===== src/rtl/apb_node_pkg.sv =====
// Shared types for the APB fan-out node with per-transfer timeout.
package apb_node_pkg;

  typedef enum logic [2:0] {
    IDLE   = 3'd0,
    SETUP  = 3'd1,
    ACCESS = 3'd2,
    RESP   = 3'd3,
    ERR    = 3'd4
  } state_e;

  localparam int DEFAULT_TIMEOUT = 256;
  localparam int RSP_DATA_W      = 32;

  // Registered upstream response; prdata is sized for the widest supported bus.
  typedef struct packed {
    logic [RSP_DATA_W-1:0] prdata;
    logic                  pslverr;
  } rsp_t;

endpackage


===== src/rtl/apb_addr_decode.sv =====
// Priority region decoder: lowest enabled port whose inclusive range holds the address.
module apb_addr_decode #(
  parameter int NB_SLAVE       = 11,
  parameter int APB_ADDR_WIDTH = 32,
  parameter int IDX_W          = 4
) (
  input  logic [APB_ADDR_WIDTH-1:0]               addr_i,
  input  logic [NB_SLAVE-1:0][APB_ADDR_WIDTH-1:0] start_addr_i,
  input  logic [NB_SLAVE-1:0][APB_ADDR_WIDTH-1:0] end_addr_i,
  input  logic [NB_SLAVE-1:0]                     slave_en_i,
  output logic                                    hit_o,
  output logic [IDX_W-1:0]                        idx_o
);

  // Scanning downward lets the lowest matching index overwrite higher ones.
  always_comb begin
    hit_o = 1'b0;
    idx_o = '0;
    for (int i = NB_SLAVE - 1; i >= 0; i--) begin
      if (slave_en_i[i] && (addr_i >= start_addr_i[i]) && (addr_i <= end_addr_i[i])) begin
        hit_o = 1'b1;
        idx_o = IDX_W'(i);
      end
    end
  end

endmodule


===== src/rtl/apb_node_timeout.sv =====
// APB 1-to-N node with registered request/response paths, PSLVERR on unmapped
// regions, and a per-transfer downstream timeout.
module apb_node_timeout
  import apb_node_pkg::*;
#(
  parameter int  NB_SLAVE       = 11,
  parameter int  APB_ADDR_WIDTH = 32,
  parameter int  APB_DATA_WIDTH = 32,
  parameter int  TIMEOUT_CYCLES = DEFAULT_TIMEOUT,
  localparam int IDX_W          = (NB_SLAVE > 1) ? $clog2(NB_SLAVE) : 1
) (
  input  logic                                    clk_i,
  input  logic                                    rst_i,
  input  logic [NB_SLAVE-1:0][APB_ADDR_WIDTH-1:0] start_addr_i,
  input  logic [NB_SLAVE-1:0][APB_ADDR_WIDTH-1:0] end_addr_i,
  input  logic [NB_SLAVE-1:0]                     slave_en_i,
  input  logic [APB_ADDR_WIDTH-1:0]               s_paddr_i,
  input  logic [APB_DATA_WIDTH-1:0]               s_pwdata_i,
  input  logic                                    s_pwrite_i,
  input  logic                                    s_psel_i,
  input  logic                                    s_penable_i,
  output logic [APB_DATA_WIDTH-1:0]               s_prdata_o,
  output logic                                    s_pready_o,
  output logic                                    s_pslverr_o,
  output logic [APB_ADDR_WIDTH-1:0]               m_paddr_o,
  output logic [APB_DATA_WIDTH-1:0]               m_pwdata_o,
  output logic                                    m_pwrite_o,
  output logic [NB_SLAVE-1:0]                     m_psel_o,
  output logic [NB_SLAVE-1:0]                     m_penable_o,
  input  logic [NB_SLAVE-1:0][APB_DATA_WIDTH-1:0] m_prdata_i,
  input  logic [NB_SLAVE-1:0]                     m_pready_i,
  input  logic [NB_SLAVE-1:0]                     m_pslverr_i,
  output logic                                    timeout_o,
  output logic [IDX_W-1:0]                        timeout_idx_o,
  output state_e                                  dbg_state_o
);

  localparam int              CNT_W    = (TIMEOUT_CYCLES > 1) ? $clog2(TIMEOUT_CYCLES) : 1;
  localparam logic [CNT_W-1:0] CNT_LAST = CNT_W'(TIMEOUT_CYCLES - 1);

  state_e                     state_q, state_d;
  logic [CNT_W-1:0]           cnt_q, cnt_d;
  logic [APB_ADDR_WIDTH-1:0]  addr_q, addr_d;
  logic [APB_DATA_WIDTH-1:0]  wdata_q, wdata_d;
  logic                       write_q, write_d;
  logic [IDX_W-1:0]           idx_q, idx_d;
  logic [NB_SLAVE-1:0]        psel_q, psel_d;
  logic [NB_SLAVE-1:0]        penable_q, penable_d;
  logic                       pready_q, pready_d;
  rsp_t                       rsp_q, rsp_d;
  logic                       timeout_q, timeout_d;
  logic [IDX_W-1:0]           tidx_q, tidx_d;
  logic                       dec_hit;
  logic [IDX_W-1:0]           dec_idx;

  apb_addr_decode #(
    .NB_SLAVE       (NB_SLAVE),
    .APB_ADDR_WIDTH (APB_ADDR_WIDTH),
    .IDX_W          (IDX_W)
  ) u_decode (
    .addr_i       (s_paddr_i),
    .start_addr_i (start_addr_i),
    .end_addr_i   (end_addr_i),
    .slave_en_i   (slave_en_i),
    .hit_o        (dec_hit),
    .idx_o        (dec_idx)
  );

  // Every output is computed for the state being entered, so it is a flop.
  always_comb begin
    state_d   = state_q;
    cnt_d     = cnt_q;
    addr_d    = addr_q;
    wdata_d   = wdata_q;
    write_d   = write_q;
    idx_d     = idx_q;
    psel_d    = '0;
    penable_d = '0;
    pready_d  = 1'b0;
    rsp_d     = '0;
    timeout_d = 1'b0;
    tidx_d    = tidx_q;
    unique case (state_q)
      IDLE: begin
        cnt_d = '0;
        if (s_psel_i && !s_penable_i) begin
          addr_d  = s_paddr_i;
          wdata_d = s_pwdata_i;
          write_d = s_pwrite_i;
          idx_d   = dec_idx;
          if (dec_hit) begin
            state_d = SETUP;
            psel_d  = NB_SLAVE'(1) << dec_idx;
          end else begin
            state_d       = ERR;
            pready_d      = 1'b1;
            rsp_d.pslverr = 1'b1;
          end
        end
      end
      SETUP: begin
        state_d   = ACCESS;
        psel_d    = NB_SLAVE'(1) << idx_q;
        penable_d = NB_SLAVE'(1) << idx_q;
      end
      ACCESS: begin
        cnt_d = cnt_q + 1'b1;
        if (m_pready_i[idx_q]) begin
          state_d       = RESP;
          pready_d      = 1'b1;
          rsp_d.prdata  = RSP_DATA_W'(m_prdata_i[idx_q]);
          rsp_d.pslverr = m_pslverr_i[idx_q];
        end else if ((TIMEOUT_CYCLES != 0) && (cnt_q == CNT_LAST)) begin
          state_d       = RESP;
          pready_d      = 1'b1;
          rsp_d.pslverr = 1'b1;
          timeout_d     = 1'b1;
          tidx_d        = idx_q;
        end else begin
          psel_d    = NB_SLAVE'(1) << idx_q;
          penable_d = NB_SLAVE'(1) << idx_q;
        end
      end
      RESP: begin
        state_d = IDLE;
        cnt_d   = '0;
      end
      ERR:     state_d = IDLE;
      default: state_d = IDLE;
    endcase
  end

  always_ff @(posedge clk_i) begin
    if (rst_i) begin
      state_q   <= IDLE;
      cnt_q     <= '0;
      addr_q    <= '0;
      wdata_q   <= '0;
      write_q   <= 1'b0;
      idx_q     <= '0;
      psel_q    <= '0;
      penable_q <= '0;
      pready_q  <= 1'b0;
      rsp_q     <= '0;
      timeout_q <= 1'b0;
      tidx_q    <= '0;
    end else begin
      state_q   <= state_d;
      cnt_q     <= cnt_d;
      addr_q    <= addr_d;
      wdata_q   <= wdata_d;
      write_q   <= write_d;
      idx_q     <= idx_d;
      psel_q    <= psel_d;
      penable_q <= penable_d;
      pready_q  <= pready_d;
      rsp_q     <= rsp_d;
      timeout_q <= timeout_d;
      tidx_q    <= tidx_d;
    end
  end

  assign s_prdata_o    = APB_DATA_WIDTH'(rsp_q.prdata);
  assign s_pslverr_o   = rsp_q.pslverr;
  assign s_pready_o    = pready_q;
  assign m_paddr_o     = addr_q;
  assign m_pwdata_o    = wdata_q;
  assign m_pwrite_o    = write_q;
  assign m_psel_o      = psel_q;
  assign m_penable_o   = penable_q;
  assign timeout_o     = timeout_q;
  assign timeout_idx_o = tidx_q;
  assign dbg_state_o   = state_q;

endmodule

===== config.mk =====
export PLATFORM = sky130hd
export DESIGN_NAME = apb_node_timeout
export DESIGN_NICKNAME = d
export VERILOG_FILES = /design/src/rtl/apb_node_pkg.sv /design/src/rtl/apb_addr_decode.sv /design/src/rtl/apb_node_timeout.sv
export SDC_FILE = /design/constraint.sdc
export NUM_CORES = 1
export LEC_CHECK = 0
export CORE_AREA = 4 4 504 506
export CTS_CLUSTER_SIZE = 12
export DETAILED_ROUTE_END_ITERATION = 10
export DIE_AREA = 0 0 508 510
export GPL_TIMING_DRIVEN = 1
export PLACE_DENSITY = 0.36
export REMOVE_ABC_BUFFERS = 1
export SLEW_MARGIN = 20
export SYNTH_ARGS = -nofsm -noshare
export SYNTH_HDL_FRONTEND = slang
export SYNTH_SLANG_ARGS = --single-unit

===== constraint.sdc =====
create_clock -name clk_i -period 4.1 [get_ports clk_i]
set_input_delay 0.615 -clock clk_i [delete_from_list [all_inputs] [get_ports clk_i]]
set_output_delay 0.615 -clock clk_i [all_outputs]
set_load 0.01 [all_outputs]

==> impl_metrics.toml <==
[run_status]
status = "complete, no violations"

[cts]
cts.reportedPaths.clkPinSlew_ns = 0.07
ctsHtreeMaxLevel = 4
cts_buffers = 17
clk_latency_ns = 0.48
cts.path.max_buffers = 2
cts_tree = "done"
cts_hold_buf = 0
clock-sinks = 141
root_buffer = "clkbuf_16"

[synth]
yosysTopAreaCellShare_pct = 34.89
avgSynthCellArea_um2 = 7.563
syn_inst = 3343
synth_area_mm2 = 0.02528
yosysWarningCount = 0
synth_async_sr_flop_share_pct = 0
ys_types = 75
yosysTopAreaCell = "ha_1"
netlist_top_cells_area = "ha_1 (35%), dfxtp_1 (11%), inv_1 (10%)"
ys.flop_type = "dfxtp_1"
seq_area_frac_synth_pct = 11.16
synth_edf_count = 0
ys_ff_latch = 141

[place]
dp_hpwl_um = 199100
globalplace.congestion = 0.8882
port_buffers = 1286
place_inst = 8155

[grt]
grtUsageMet1_pct = 20.93
met2_usage_pct = 26.79
antenna_found_initial = 137
overflow = 0
grt_pass1_wl_um = 288400
track_usage_pct = 16.45
grt_busiest_layer = "met2"
grt_pass1_vias = 32219
grt_max_degree = 79
grt_use_met3_pct = 5.236

[worst_setup_path]
worstSetupPathType = "in2reg"
crit_path_end_kind = "flip-flop"
startpoint_type = "input pin"
worst_ep_required_time_ns = 4.49
cp.arrival_ns = 4.31
crit_fanout = 4

[routing]
dr.pass1.iters = 5
drc = 0
routed_wl_um = 223600
ant_nets = 0
viasPerCell = 3.750
vias = 30919
routedWlPerCell_um = 27.11
dr.first_iter.drc_count = 1695

[power_and_ir_drop]
power_density_mw_per_mm2 = 171.3
p_total_mw = 7.772
p_leak_nw = 20.52
ir_drop_mv = 0.3194

[sta]
tightest_slew_ns = 1.044
slew_violations = 0
finClkSkew_ns = 0.01119
rsz0062_at_grt = "true"
fin_setup_tns_ns = 0
period_minus_slack_ns = 3.919
finalSetupViolCount = 0
hold_viol = 0
post-route-period-util_pct = 95.57
slew_headroom_pct = 30.38
fmax_mhz = 255.2

[floorplanning]
core_area_mm2 = 0.2500
num_rows = 184
floorplan.initialDensity_pct = 10.11
ioPinCount = 1287
die_h_um = 510
die_area_mm2 = 0.2591
dieWidth_um = 508

[finish]
area_delta_synth_final_pct = 79.46
stdcell_count = 8245
filler_cell_count = 28510
num-nets-final = 6691
layout-drive-gt1-share_pct = 9.089

[flow_run]
drv_cap = 0

[worst_hold_path]
hold_path_class = "in2reg"
-- state kept, by name, summed over array words and instances, names as in the netlist --
register	count
idx_q	4
dbg_state_o	3
m_paddr_o	32
m_pwdata_o	32
s_pslverr_o	1
timeout_idx_o	4
m_psel_o	11
m_pwrite_o	1
cnt_q	8
timeout_o	1
s_prdata_o	32
s_pready_o	1
m_penable_o	11
-- final timing paths --
kind                              startpoint                         end  slack, ns  cells after the start
hold reg to reg   m_pwdata_o[9]$_SDFFE_PP0P_  m_pwdata_o[9]$_SDFFE_PP0P_       0.45                      2
setup reg to reg       idx_q[0]$_SDFFE_PP0P_      m_psel_o[4]$_SDFF_PP0_       0.92                     12
setup / recovery           start_addr_i[302]       idx_q[0]$_SDFFE_PP0P_       0.18                     15
hold / removal                         rst_i       idx_q[1]$_SDFFE_PP0P_       0.43                      2
-- Yosys cell counts (4+ instances only) --
master	number
inv_1	706
ha_1	705
a21oi_1	384
nand2_1	284
nor2_1	186
dfxtp_1	141
nand4_1	111
o21ai_0	101
nand3_1	80
a21o_1	70
mux4_2	68
a211oi_1	63
clkbuf_1	60
mux2i_1	40
nor3_1	32
o21a_1	25
nor2b_1	22
nand2b_1	19
nor4_1	19
and3_1	18
o211ai_1	18
buf_1	16
a221oi_1	14
a2111oi_0	13
and4_1	11
a221o_1	9
a211o_1	8
a31oi_1	8
and2_1	7
or4_1	7
o2111ai_1	6
or3_1	5
a22o_1	4
a22oi_1	4
a2bb2oi_1	4
nor3b_1	4
o21bai_1	4
-- routing by layer --
layer  part of all wire [%]  vias to the layer above
met4                    2.6                       72
met2                     45                     1200
met3                    7.8                      262
li1                       -                    14856
met5                   0.20                        -
met1                     44                    14529
-- final cells by class --
type	instances	area [µm²]	share of cell area, %
Clock buffer	20	478.0	1.053
Multi-Input combinational cell	2419	19790	43.61
Antenna cell	56	140.1	0.3088
Tap cell	3348	4189	9.232
Inverter	706	2653	5.846
Clock inverter	12	170.2	0.3750
Timing Repair Buffer	1543	15120	33.33
Sequential cell	141	2833	6.243
-- critical path, cell delays in order --
cell	delay [ns]
clkdlybuf4s50_1	0.46
inv_1	0.04
ha_1	0.28
nand4_1	0.17
buf_4	0.19
or3_4	0.41
o32ai_4	0.29
o41ai_4	0.12
a221oi_4	0.61
a21bo_1	0.29
a221oi_2	0.25
o21ai_2	0.13
buf_4	0.15
a21o_1	0.16
a21oi_1	0.11
-- per-stage QoR --
step,util [%],hold WS (ns),worst slack (ns),cell area [µm²]
after CTS,18.05,0.3652,0.02688,45130
after detailed placement,17.76,0.4478,-0.8671,44410
after floorplan,-,0.4468,-2.335,24990
final,18.15,0.4331,0.1815,45370
after global routing,18.12,0.4113,-0.04410,45310
after global placement,17.76,0.4411,-0.8848,44400
-- where the power goes --
| part | internal (mW) | total, mW | switching [mW] |
|---|---|---|---|
| Clock | 1.04 | 1.82 | 0.781 |
| Sequential | 1.43 | 1.48 | 0.0494 |
| Combinational | 2.25 | 4.47 | 2.22 |
-- repair_timing --
| action | in CTS | in global routing |
|---|---|---|
| setup buffers | 1 | 1 |
| pin swaps | 2 | 7 |
| gates resized for setup | 11 | 19 |
| endpoints found under the setup margin | 15 | 15 |
-- cells by family (layout without fill, tap and decap cells) --
family | after synthesis | in the layout | share of synthesized area [%]
buffers and inverters | 783 | 2281 | 11.63
DFF | 141 | 141 | 11.16
AOI/OAI and AO/OA | 779 | 779 | 18.97
and+or+nand+nor | 824 | 824 | 15.61
xor gates and xnor gates | 3 | 3 | 0.1039
muxes | 108 | 108 | 7.641
other | 0 | 56 | 0
adders and majority gates | 705 | 705 | 34.89
-- layout by cell type, fill, tap and decap left out, types with 78 or more instances in the layout --
cell type,netlist,routed
nand3_1,80,78
inv_1,706,705
o21ai_0,101,96
nor2_1,186,186
nand4_1,111,111
clkdlybuf4s50_1,0,1254
ha_1,705,705
a21oi_1,384,383
buf_4,0,219
nand2_1,284,283
dfxtp_1,141,137
No activity file was read; power rests on OpenSTA's default activity.
